### src/rtl/console_tx_pkg.sv
// Shared constants for the console transmitter: FSM encodings and byte width.
// The PARITY state only exists when CONSOLE_TX_PARITY_EN is defined.
package console_tx_pkg;

   localparam int BYTE_W = 8;

   typedef enum logic [2:0] {
      ST_IDLE   = 3'd0,
      ST_START  = 3'd1,
      ST_DATA   = 3'd2,
`ifdef CONSOLE_TX_PARITY_EN
      ST_PARITY = 3'd3,
`endif
      ST_STOP   = 3'd4
   } tx_state_e;

   function automatic logic even_parity(input logic [BYTE_W-1:0] b);
      return ^b;
   endfunction

endpackage

### src/rtl/console_fifo.sv
// Byte FIFO for the console transmitter: power-of-two depth, wrapping pointers,
// a push is accepted when full only if a pop happens in the same cycle.
module console_fifo #(
   parameter int WIDTH = 8,
   parameter int DEPTH = 16
) (
   input  logic                     clk,
   input  logic                     reset,
   input  logic                     push,
   input  logic [WIDTH-1:0]         wdata,
   input  logic                     pop,
   output logic [WIDTH-1:0]         rdata,
   output logic                     push_ok,
   output logic                     full,
   output logic                     empty,
   output logic [$clog2(DEPTH):0]   count
);

   localparam int AW = $clog2(DEPTH);

   logic [WIDTH-1:0] mem [DEPTH];
   logic [AW-1:0]    wr_ptr;
   logic [AW-1:0]    rd_ptr;
   logic             pop_ok;

   assign full    = (count == (AW+1)'(DEPTH));
   assign empty   = (count == '0);
   assign pop_ok  = pop && !empty;
   assign push_ok = push && (!full || pop_ok);
   assign rdata   = mem[rd_ptr];

   always_ff @(posedge clk) begin
      if (push_ok) mem[wr_ptr] <= wdata;
   end

   always_ff @(posedge clk or negedge reset) begin
      if (!reset) begin
         wr_ptr <= '0;
         rd_ptr <= '0;
         count  <= '0;
      end else begin
         if (push_ok) wr_ptr <= wr_ptr + AW'(1);
         if (pop_ok)  rd_ptr <= rd_ptr + AW'(1);
         if (push_ok && !pop_ok)      count <= count + (AW+1)'(1);
         else if (pop_ok && !push_ok) count <= count - (AW+1)'(1);
      end
   end

endmodule

### src/rtl/console_tx.sv
// Console UART transmitter: core stores bytes into a FIFO, an FSM serialises them 8N1.
// Define CONSOLE_TX_PARITY_EN to insert an even-parity bit (8E1).
//
// state  | meaning
// IDLE   | line high; pops the next byte when the FIFO is non-empty
// START  | start bit (tx=0)
// DATA   | 8 data bits, LSB first
// PARITY | even parity of the byte (CONSOLE_TX_PARITY_EN only)
// STOP   | stop bit (tx=1), then back to IDLE
module console_tx
   import console_tx_pkg::*;
#(
   parameter int XLEN         = 32,
   parameter int CLKS_PER_BIT = 868,
   parameter int FIFO_DEPTH   = 16
) (
   input  logic                          clk,
   input  logic                          reset,
   input  logic [XLEN-1:0]               console_wdata,
   input  logic                          console_we,
   output logic                          tx,
   output logic                          busy,
   output logic                          overflow,
   output logic [$clog2(FIFO_DEPTH):0]   fifo_count
);

   localparam int BW = $clog2(CLKS_PER_BIT);
   localparam logic [BW-1:0] BAUD_LAST = BW'(CLKS_PER_BIT - 1);

   tx_state_e          state;
   logic [BW-1:0]      baud_cnt;
   logic [2:0]         bit_cnt;
   logic [BYTE_W-1:0]  shift;
   logic [BYTE_W-1:0]  fifo_rdata;
   logic               fifo_empty;
   logic               fifo_pop;
   logic               push_ok;
   logic               unused_fifo_full;
`ifdef CONSOLE_TX_PARITY_EN
   logic               parity_q;
`endif

   if (XLEN > BYTE_W) begin : g_wdata_hi
      logic unused_wdata_hi;
      assign unused_wdata_hi = ^console_wdata[XLEN-1:BYTE_W];
   end

   assign fifo_pop = (state == ST_IDLE) && !fifo_empty;
   assign busy     = (state != ST_IDLE) || (fifo_count != '0);

   console_fifo #(
      .WIDTH (BYTE_W),
      .DEPTH (FIFO_DEPTH)
   ) u_fifo (
      .clk     (clk),
      .reset   (reset),
      .push    (console_we),
      .wdata   (console_wdata[BYTE_W-1:0]),
      .pop     (fifo_pop),
      .rdata   (fifo_rdata),
      .push_ok (push_ok),
      .full    (unused_fifo_full),
      .empty   (fifo_empty),
      .count   (fifo_count)
   );

   always_ff @(posedge clk or negedge reset) begin
      if (!reset) overflow <= 1'b0;
      else if (console_we && !push_ok) overflow <= 1'b1;
   end

   // tx is driven from the same register bank as state so it never glitches
   always_ff @(posedge clk or negedge reset) begin
      if (!reset) begin
         state    <= ST_IDLE;
         tx       <= 1'b1;
         baud_cnt <= '0;
         bit_cnt  <= '0;
         shift    <= '0;
`ifdef CONSOLE_TX_PARITY_EN
         parity_q <= 1'b0;
`endif
      end else begin
         case (state)
            ST_IDLE: begin
               tx <= 1'b1;
               if (!fifo_empty) begin
                  shift    <= fifo_rdata;
`ifdef CONSOLE_TX_PARITY_EN
                  parity_q <= even_parity(fifo_rdata);
`endif
                  baud_cnt <= BAUD_LAST;
                  bit_cnt  <= '0;
                  tx       <= 1'b0;
                  state    <= ST_START;
               end
            end
            ST_START: begin
               if (baud_cnt == '0) begin
                  baud_cnt <= BAUD_LAST;
                  tx       <= shift[0];
                  shift    <= shift >> 1;
                  state    <= ST_DATA;
               end else begin
                  baud_cnt <= baud_cnt - BW'(1);
               end
            end
            ST_DATA: begin
               if (baud_cnt == '0) begin
                  baud_cnt <= BAUD_LAST;
                  if (bit_cnt == 3'd7) begin
`ifdef CONSOLE_TX_PARITY_EN
                     tx    <= parity_q;
                     state <= ST_PARITY;
`else
                     tx    <= 1'b1;
                     state <= ST_STOP;
`endif
                  end else begin
                     bit_cnt <= bit_cnt + 3'd1;
                     tx      <= shift[0];
                     shift   <= shift >> 1;
                  end
               end else begin
                  baud_cnt <= baud_cnt - BW'(1);
               end
            end
`ifdef CONSOLE_TX_PARITY_EN
            ST_PARITY: begin
               if (baud_cnt == '0) begin
                  baud_cnt <= BAUD_LAST;
                  tx       <= 1'b1;
                  state    <= ST_STOP;
               end else begin
                  baud_cnt <= baud_cnt - BW'(1);
               end
            end
`endif
            ST_STOP: begin
               tx <= 1'b1;
               if (baud_cnt == '0) state <= ST_IDLE;
               else                baud_cnt <= baud_cnt - BW'(1);
            end
            default: begin
               tx    <= 1'b1;
               state <= ST_IDLE;
            end
         endcase
      end
   end

endmodule

### config.mk
export PLATFORM = sky130hd
export DESIGN_NAME = console_tx
export DESIGN_NICKNAME = d
export VERILOG_FILES = /design/src/rtl/console_tx_pkg.sv /design/src/rtl/console_fifo.sv /design/src/rtl/console_tx.sv
export SDC_FILE = /design/constraint.sdc
export NUM_CORES = 1
export LEC_CHECK = 0
export CORE_MARGIN = 5
export CORE_UTILIZATION = 56
export CTS_CLUSTER_SIZE = 40
export DETAILED_ROUTE_END_ITERATION = 10
export GPL_ROUTABILITY_DRIVEN = 0
export PLACE_DENSITY = 0.73
export SLEW_MARGIN = 20
export SYNTH_ARGS = -nofsm -noshare
export SYNTH_HDL_FRONTEND = slang
export SYNTH_SLANG_ARGS = --single-unit
### constraint.sdc
create_clock -name clk -period 3.8 [get_ports clk]
set_input_delay 0.57 -clock clk [delete_from_list [all_inputs] [get_ports clk]]
set_output_delay 0.57 -clock clk [all_outputs]
set_load 0.005 [all_outputs]
-- After elaboration in Yosys (flattened, before gate mapping)
Memories as Yosys holds them, arrays and structs flattened.
Index checks and enable logic that the tools add are counted.
- bits in registers: 39
- bits in latches: 0
- memory bits (writable): 128
- memory bits (read-only): 0
- bits of input ports: 35
- output and inout bits: 8
- logic and storage cells: 83
- memories: 1
- memory list (name ; words ; width ; read ports ; clocked after Yosys merged registers in ; write ports ; line ; text):
    u_fifo.mem ; 16 ; 8 ; 1 ; 0 ; 1 ; console_fifo.sv:21 ; logic [WIDTH-1:0] mem [DEPTH];
- add/sub/neg operators: 6
- $mul: 0
- div/mod/pow operators: 0
- magnitude comparators: 0
- equality and inequality tests: 12
- shifts and indexed selects: 0
- multiplexer cells: 28
- bitwise operators: 0
- reduce and logical (&&, ||, !) cells: 27
- operator list (operator ; number):
    2-to-1 mux 8 bit ; 4
    2-to-1 mux 10 bit ; 3
    one-hot mux 10 bit (3 select lines) ; 1
    2-to-1 mux 3 bit ; 8
    one-hot mux 8 bit (3 select lines) ; 1
    inequality test 2 bit, second input constant ; 7
    one-hot mux 3 bit (4 select lines) ; 1
    zero test 10 bit ; 1
    2-to-1 mux 5 bit ; 2
    AND reduction 5 bit ; 2
    subtractor 10 x 1 -> 10 bit, second input constant ; 1
    nonzero test 3 bit ; 3
    adder 4 x 1 -> 4 bit, second input constant ; 2
    == test 3 bit, second input constant ; 2
    logical AND 1 bit ; 6
    2-to-1 mux 1 bit ; 6
    one-hot mux 3 bit (2 select lines) ; 1
    adder 5 x 1 -> 5 bit, second input constant ; 1
    == test 5 bit, second input constant ; 1
    zero test 5 bit ; 1
    nonzero test 5 bit ; 1
    subtractor 5 x 1 -> 5 bit, second input constant ; 1
    zero test 1 bit ; 4
    AND reduction 4 bit ; 1
    10 further kinds ; 12

-- Logic depth before layout (Yosys ltp)
Gate-level depths: netlist of the first run.
- depth after elaboration: 10
- gate-level depth with buffers: 13
- mapped depth without buffers: 12

-- Cells and area by module
Synthesis of the first run repeated with hierarchy kept, for this count alone.
- cell total of the unflattened synthesis: 476
- area total of the unflattened synthesis: 7221.9 µm²
- by module, submodules not included (module ; instances ; cells each ; area each (µm²) ; sequential area each (µm²)):
    console_fifo ; 1 ; 323 ; 5715.5 ; 4169.0
    console_tx ; 1 ; 153 ; 1506.4 ; 651.9

-- Least setup slack after synthesis of the first run
No wires, ideal clock.
- path type: register to register
- start: register u_fifo.count[0]
- end: register u_fifo.count[4]
- library setup time: 0.125 ns
- data arrival time: 2.660 ns
- data required time: 3.675 ns
- slack: 1.015 ns
- stages on the path, launching flop included: 13
- path buffers: 0
- clock period less this slack: 2.785 ns
- cells stage by stage: dfrtp_1 or4_4 o21ai_2 nor2_1 inv_2 ha_1 inv_1 fa_1 a21o_1 a21oi_1 xnor2_1 nor2_1 xor2_1
- cells in the longest elaborated chain, start to end: 9
- elaborated cells between the ends (all ways): 17
- classes of those cells: add/sub: 2; eq/ne: 1; mux: 2; reduce/logical: 12
- ends and longest elaborated chain (item ; line ; text):
    from (decl) ; console_fifo.sv:16 ; output logic [$clog2(DEPTH):0] count
    from (signal assigned) ; console_fifo.sv:44 ; if (push_ok && !pop_ok) count <= count + (AW+1)'(1);
    from (signal assigned) ; console_fifo.sv:45 ; else if (pop_ok && !push_ok) count <= count - (AW+1)'(1);
    branches (longest 9 deep; another with subtractor 5 x 1 -> 5 bit) ; n/a ;
Parallel ways; which one is timed is not known. The select of a mux whose other input is x is not followed.
A chain may end at the register's enable or synchronous reset.

-- Final worst setup path of the first run
- start: register u_fifo.count[0]
- end: register u_fifo.count[4]
- cells in the longest elaborated chain, start to end: 9
- elaborated cells between the ends (all ways): 17
- classes of those cells: add/sub: 2; eq/ne: 1; mux: 2; reduce/logical: 12
- ends and longest elaborated chain (item ; line ; text):
    zero test 5 bit ; console_fifo.sv:27 ; assign empty = (count == '0);
    zero test 1 bit ; console_fifo.sv:28, console_tx.sv:48 ;
    logical AND 1 bit ; console_tx.sv:48 ; assign fifo_pop = (state == ST_IDLE) && !fifo_empty;
    logical AND 1 bit ; console_fifo.sv:28 ; assign pop_ok = pop && !empty;
    logical OR 1 bit (*) ; console_fifo.sv:29 ; assign push_ok = push && (!full || pop_ok);
    logical AND 1 bit (*) ; console_fifo.sv:29 ;
    named net push_ok ; console_tx.sv:37 ; logic push_ok;
    zero test 1 bit ; console_fifo.sv:45 ;
    logical AND 1 bit ; console_fifo.sv:45 ;
    nonzero test 2 bit (no source line) ; n/a ;
Mark *: on every way through the listed nets, which the timed path passes. The rest lies on a longest branch. The select of a mux whose other input is x is not followed.

==> flow_summary.json, run 1 <==
{
  "hold_buffers": 0,
  "die_x_um": 123,
  "num_vias": 4158,
  "min_path_type": "in2async",
  "grt_max_degree": 46,
  "cp.arrival_ps": 3420,
  "critPathLaunchType": "flop",
  "cts.sinks": 167,
  "row_count": 41,
  "gr-usage-all-layers_pct": 20.3,
  "grt_pass1_vias": 4124,
  "max_slew_margin_pct": 26.8,
  "setup_viol": 0,
  "max_freq_mhz": 320,
  "cts_max_path_buffers": 2,
  "die_h_um": 123,
  "synth_edf_count": 128,
  "regArea_mm2": 0.00482,
  "ctsResizeCount": 0,
  "hold_viol": 0,
  "synth-seq-area-share_pct": 67.1,
  "antenna_found_initial": 0,
  "overflow": 0,
  "crit_fanout": 8,
  "reg2reg_slack_ps": 670,
  "synthTopCellsByCount": "edfxtp_1 (128), mux2i_1 (47), dfrtp_1 (38)",
  "synth_cells": 478,
  "fin_util_pct": 64.6,
  "avgSynthCellArea_um2": 15.0,
  "multi_input_area_mm2": 0.00221,
  "max_cap_viol_count": 0,
  "power_density_mw_per_mm2": 570,
  "dieArea_mm2": 0.0152,
  "fin_crit_sh_pct": 82.3,
  "tightestPinTransition_ps": 1090,
  "diodes": 0,
  "first_pass_iters": 5,
  "viasPerCell": 6.08,
  "core_area_mm2": 0.0126,
  "wl_per_cell_um": 20.6,
  "fin_worst_skew_ps": 10.7,
  "synthesis.area_mm2": 0.00718,
  "routed_wl_mm": 14.1,
  "cts-root-buf": "clkbuf_16",
  "crit_type": "reg2reg",
  "dpl.hpwl_mm": 9.16,
  "drtIter0Drc": 411,
  "synth_flop_cell": "edfxtp_1",
  "end_kind": "flop",
  "status": "completed",
  "cts_setup_buffers": 0,
  "p_total_w": 0.00464,
  "fill_cells": 910,
  "drc": 0,
  "synthMostInstantiatedCell": "edfxtp_1",
  "period_needed_ps": 3130,
  "synth_top_family_by_area": "compound AO/OA/AOI/OAI gates",
  "yosys-top-cells-area": "edfxtp_1 (54%), dfrtp_1 (13%), mux2i_1 (6.5%)",
  "cts.clk_slew.worst_paths_ps": 60,
  "ant_nets": 0,
  "leakage_nw": 2.76,
  "cts_buffers": 17,
  "synth_top_area_share_pct": 53.5,
  "ys_warn_count": 0,
  "syn2layout_area_growth_pct": 13.5,
  "drive_gt1_share_pct": 11.1,
  "vdd_drop_max_v": 0.000344,
  "synthSimpleGateAreaFrac_pct": 7.63,
  "cts_tree": "built",
  "tns_ps": 0,
  "ios": 43,
  "rsz0062_at_grt": "no",
  "cp_data_required_time_ps": 4100,
  "synth_fa_ha_area_share_pct": 2.54,
  "htree_levels": 4,
  "synth_top_cell_by_area": "edfxtp_1",
  "grt_pass1_wl_mm": 22.2,
  "clk_latency_ps": 420,
  "ys_ff_latch": 167,
  "synth.distinct_cells": 51,
  "drv_slew": 0,
  "nets": 550,
  "ys_async_sr_fraction_pct": 23.4,
  "synth_compound_area_share_pct": 9.68,
  "synthXorXnorAreaFrac_pct": 2.32,
  "syn-num-nets": 527,
  "start_util_pct": 56.9,
  "synthMuxAreaShare_pct": 8.59,
  "io_buffers": 18
}
==> worst max-delay path, cell delays in order (launching register included) <==
cell and delay [ps]:
dfrtp_1 460, nor4_1 580, nand3_1 140, nand2_1 170, clkinv_1 230, ha_1 300, inv_1 140, ha_1 280
a21o_1 190, a21oi_1 180, xnor2_1 130, nor2_1 60, xor2_1 140
==> report_power, final <==
| group | total, W | switching, W | internal [W] |
|---|---|---|---|
| logic | 0.000533 | 0.000290 | 0.000243 |
| registers | 0.00228 | 0.000118 | 0.00217 |
| clock network | 0.00183 | 0.000670 | 0.00116 |
| total | 0.00464 | 0.00108 | 0.00357 |
==> stage by stage <==
stage	cells	cell area [um2]	setup WS (ps)	hold slack, ps
after floorplan	478	7180	1010	274
after global placement	654	7520	732	451
after detailed placement	654	7520	687	467
after CTS	684	8150	661	283
after global routing	684	8150	416	350
final	684	8150	673	276
==> path summary, 6_finish.rpt <==
check / startpoint / to / cells after the start
max: u_fifo.count[0] / u_fifo.count[4] / 12
min: reset / baud_cnt[0] / 1
max reg2reg: u_fifo.count[0] / u_fifo.count[4] / 12
min reg2reg: overflow / overflow / 1
max in group asynchronous: reset / u_fifo.rd_ptr[1] / 1
min in group clk: overflow / overflow / 1
==> layer usage <==
metal,vias up,share of wire (%),track usage [%]
li1,1892,-,-
met1,2122,43,27.9
met2,123,49,31.1
met3,21,6.0,5.31
met4,0,1.9,8.03
met5,-,0,0
==> state kept, by name (all words and copies together) (netlist names) <==
name,count
tx,1
u_fifo.wr_ptr,4
u_fifo.rd_ptr,4
shift,8
baud_cnt,10
state,3
u_fifo.count,5
u_fifo.mem,128
bit_cnt,3
overflow,1
==> area by class of cell <==
class / instances / area share [%]
multi-input cells: 279 / 27.1
inverters: 9 / 0.414
repair buffers: 27 / 2.98
flip-flops and latches: 167 / 59.1
clock buffers: 17 / 5.22
clock inverters: 13 / 2.52
well taps: 172 / 2.64
==> kinds of logic (layout without fill, tap and decap cells) <==
family                     Yosys count  count (layout)
DFF                                167             167
and+or+nand+nor                    100             100
AOI/OAI and AO/OA                   90              90
muxes                               56              56
buffers and inverters               32              66
xor gates and xnor gates            19              19
adders and majority gates           14              14
==> placed cells by master, fill, tap and decap left out, types with 13 or more instances in the layout <==
cell,n
a221oi_1,13
a21oi_1,15
a22o_1,18
clkdlybuf4s50_1,17
edfxtp_1,128
ha_1,13
clkbuf_16,17
nand2_1,18
nor2_1,23
mux2i_1,47
dfrtp_1,37
Power figures use the tool's default switching activity.
==> run 2, diff against run 1 <==
==> constraint.sdc (replaced) <==
create_clock -name clk -period 3.22 [get_ports clk]
set_input_delay 0.483 -clock clk [delete_from_list [all_inputs] [get_ports clk]]
set_output_delay 0.483 -clock clk [all_outputs]
set_load 0.005 [all_outputs]
==> flow_summary.json, run 2 (synthesis gave the netlist of run 1 again) <==
{
  "status": "completed",
  "switching_share_pct": 24.3,
  "largest_reg_flops": 128,
  "cts.sinks": 167,
  "regMostFlops": "u_fifo.mem",
  "cts.clk_slew.worst_paths_ps": 60,
  "end_kind": "flop",
  "hold_buffers": 0,
  "hold_viol": 0,
  "switchingPower_w": 0.00133,
  "num_vias": 4187,
  "wl_met3_um": 596,
  "max_cap_viol_count": 0,
  "diodes": 0,
  "ant_nets": 0,
  "grt_pass1_vias": 4182,
  "max_slew_margin_pct": 39.5,
  "fin_util_pct": 65.3,
  "multi_input_area_mm2": 0.00222,
  "fill_cells": 926,
  "dpl-instance-area_mm2": 0.00761,
  "io_buffers": 18,
  "p_total_w": 0.00548,
  "max_freq_mhz": 337,
  "die_h_um": 123,
  "regArea_mm2": 0.00482,
  "cp_data_required_time_ps": 3520,
  "drtIter0Drc": 349,
  "dieArea_mm2": 0.0152,
  "start_util_pct": 56.9,
  "overflow": 0,
  "stdcell_area_mm2": 0.00825,
  "drv_slew": 0,
  "crit_path_start": "u_fifo.count[0]",
  "setup_viol": 0,
  "power_density_mw_per_mm2": 664,
  "dpl.hpwl_mm": 9.62,
  "critPathBufInv": 2,
  "cts_max_path_buffers": 2,
  "cp.arrival_ps": 3270,
  "top_layer_used": "met4",
  "min_path_type": "in2async",
  "worst_r2r_startpoint": "u_fifo.count[0]",
  "first_pass_iters": 5,
  "cts_tree": "built",
  "final_common_cell": "edfxtp_1",
  "leakage_nw": 2.81,
  "clk_latency_ps": 420,
  "gr-usage-all-layers_pct": 21.0,
  "power_frac_seq_pct": 49.3,
  "crit_chain": "or4_4 > o21ai_2 > nor2_1 > inv_2 > ha_1 > inv_1 > fa_1 > a21o_1 > a21oi_1 > xnor2_1 > nor2_1 > xor2_1",
  "rsz0062_at_grt": "no",
  "ios": 43,
  "cts-root-buf": "clkbuf_16",
  "slowest_delay_ps": 590,
  "antenna_found_initial": 0,
  "critPathLaunchType": "flop",
  "crit_fanout": 6,
  "clkPwrFrac_pct": 39.0,
  "syn2layout_area_growth_pct": 14.8,
  "grt_pass1_wl_mm": 23.3,
  "nets": 562,
  "fin_crit_sh_pct": 92.2,
  "cts_buffers": 17,
  "drive_gt1_share_pct": 14.1,
  "htree_levels": 4,
  "critPathSlowestCell": "or4_4",
  "m1WireLength_mm": 6.73,
  "crit_type": "reg2reg",
  "routed_wl_mm": 14.8,
  "tns_ps": 0,
  "wl_per_cell_um": 21.3,
  "period_needed_ps": 2970,
  "crit_path_frequent_cell": "nor2_1",
  "route.met2.wl_mm": 7.34,
  "vdd_drop_max_v": 0.000434,
  "top_regs": "u_fifo.mem: 128 flops, baud_cnt: 10 flops, shift: 8 flops",
  "viasPerCell": 6.00,
  "tightestPinTransition_ps": 907,
  "crit_family": "simple AND/OR/NAND/NOR gates",
  "mostFrequentLayoutCells": "edfxtp_1 (128), mux2i_1 (47), dfrtp_1 (37)",
  "power_frac_comb_pct": 11.7,
  "drc": 0,
  "grt_max_degree": 40,
  "core_area_mm2": 0.0126,
  "whs_ps": 193,
  "fin_worst_skew_ps": 8.23,
  "row_count": 41,
  "die_x_um": 123,
  "internal-power_w": 0.00415
}
-- run 2: cell count changes in the layout (fill, tap and decap cells not counted) --
| cell | delta |
|---|---|
| clkinv_2 | +2 |
| clkinv_4 | -2 |
| buf_4 | +12 |
| nor4_1 | -1 |
| clkinvlp_4 | +3 |
| bufinv_16 | -1 |
| inv_6 | +2 |
| clkinv_1 | -2 |
| nor4_2 | +1 |
-- run 2: path summary, 6_finish.rpt --
path                       slack, ps  cells past startpoint               end
setup / recovery                 250                     12   u_fifo.count[4]
min in group clk                 470                      1          overflow
setup reg to reg                 250                     12   u_fifo.count[4]
hold reg to reg                  470                      1          overflow
hold / removal                   190                      1       baud_cnt[3]
max in group asynchronous       2410                      1  u_fifo.rd_ptr[1]
-- run 2: stage by stage --
step	setup WS, ps	cells
finish	251	698
global route	13.8	698
floorplan	435	478
global placement	302	666
CTS	222	698
detailed placement	234	666
-- run 2: worst reg2reg max path, stage by stage (launching register included) --
cell     delay (ps)
dfrtp_1         460
or4_4           590
o21ai_2         200
nor2_1          140
inv_2            80
ha_1            170
inv_1           100
fa_1            420
a21o_1          180
a21oi_1         170
xnor2_1         130
nor2_1           70
xor2_1          140
-- run 2: metal layers --
layer,vias to the layer above,track usage [%]
li1,1938,-
met1,2125,29.6
met2,105,33.8
met3,19,3.84
met4,0,6.23
met5,-,0
-- run 2: what timing repair did --
| item | CTS | global route |
|---|---|---|
| endpoints found under the setup margin | 0 | 1 |
| setup buffers | 0 | 0 |
| resized for setup | 0 | 1 |
-- run 2: layout make-up --
type | instances | area share (%)
clock buffers | 17 | 5.16
clock inverters | 15 | 2.43
inverters | 9 | 0.410
multi-input cells | 279 | 26.9
flip-flops and latches | 167 | 58.5
well taps | 172 | 2.61
repair buffers | 39 | 4.04
-- run 2: power by group through the flow --
stage	logic [W]	registers, W	clock network (W)
final	0.000644	0.00270	0.00213
after global routing	0.000712	0.00273	0.00223
after CTS	0.000650	0.00270	0.00214
after detailed placement	0.000644	0.00274	0
after global placement	0.000614	0.00272	0
after floorplan	0.000413	0.00268	0
==> run 3, diff against run 2 <==
--- a/config.mk
+++ b/config.mk
@@ -11,7 +11,7 @@
 export DETAILED_ROUTE_END_ITERATION = 10
 export GPL_ROUTABILITY_DRIVEN = 0
 export PLACE_DENSITY = 0.73
-export SLEW_MARGIN = 20
+export SLEW_MARGIN = 0
 export SYNTH_ARGS = -nofsm -noshare
 export SYNTH_HDL_FRONTEND = slang
 export SYNTH_SLANG_ARGS = --single-unit
==> results of run 3 <==
Final layout, timing and power as in run 2 (identical DEF).
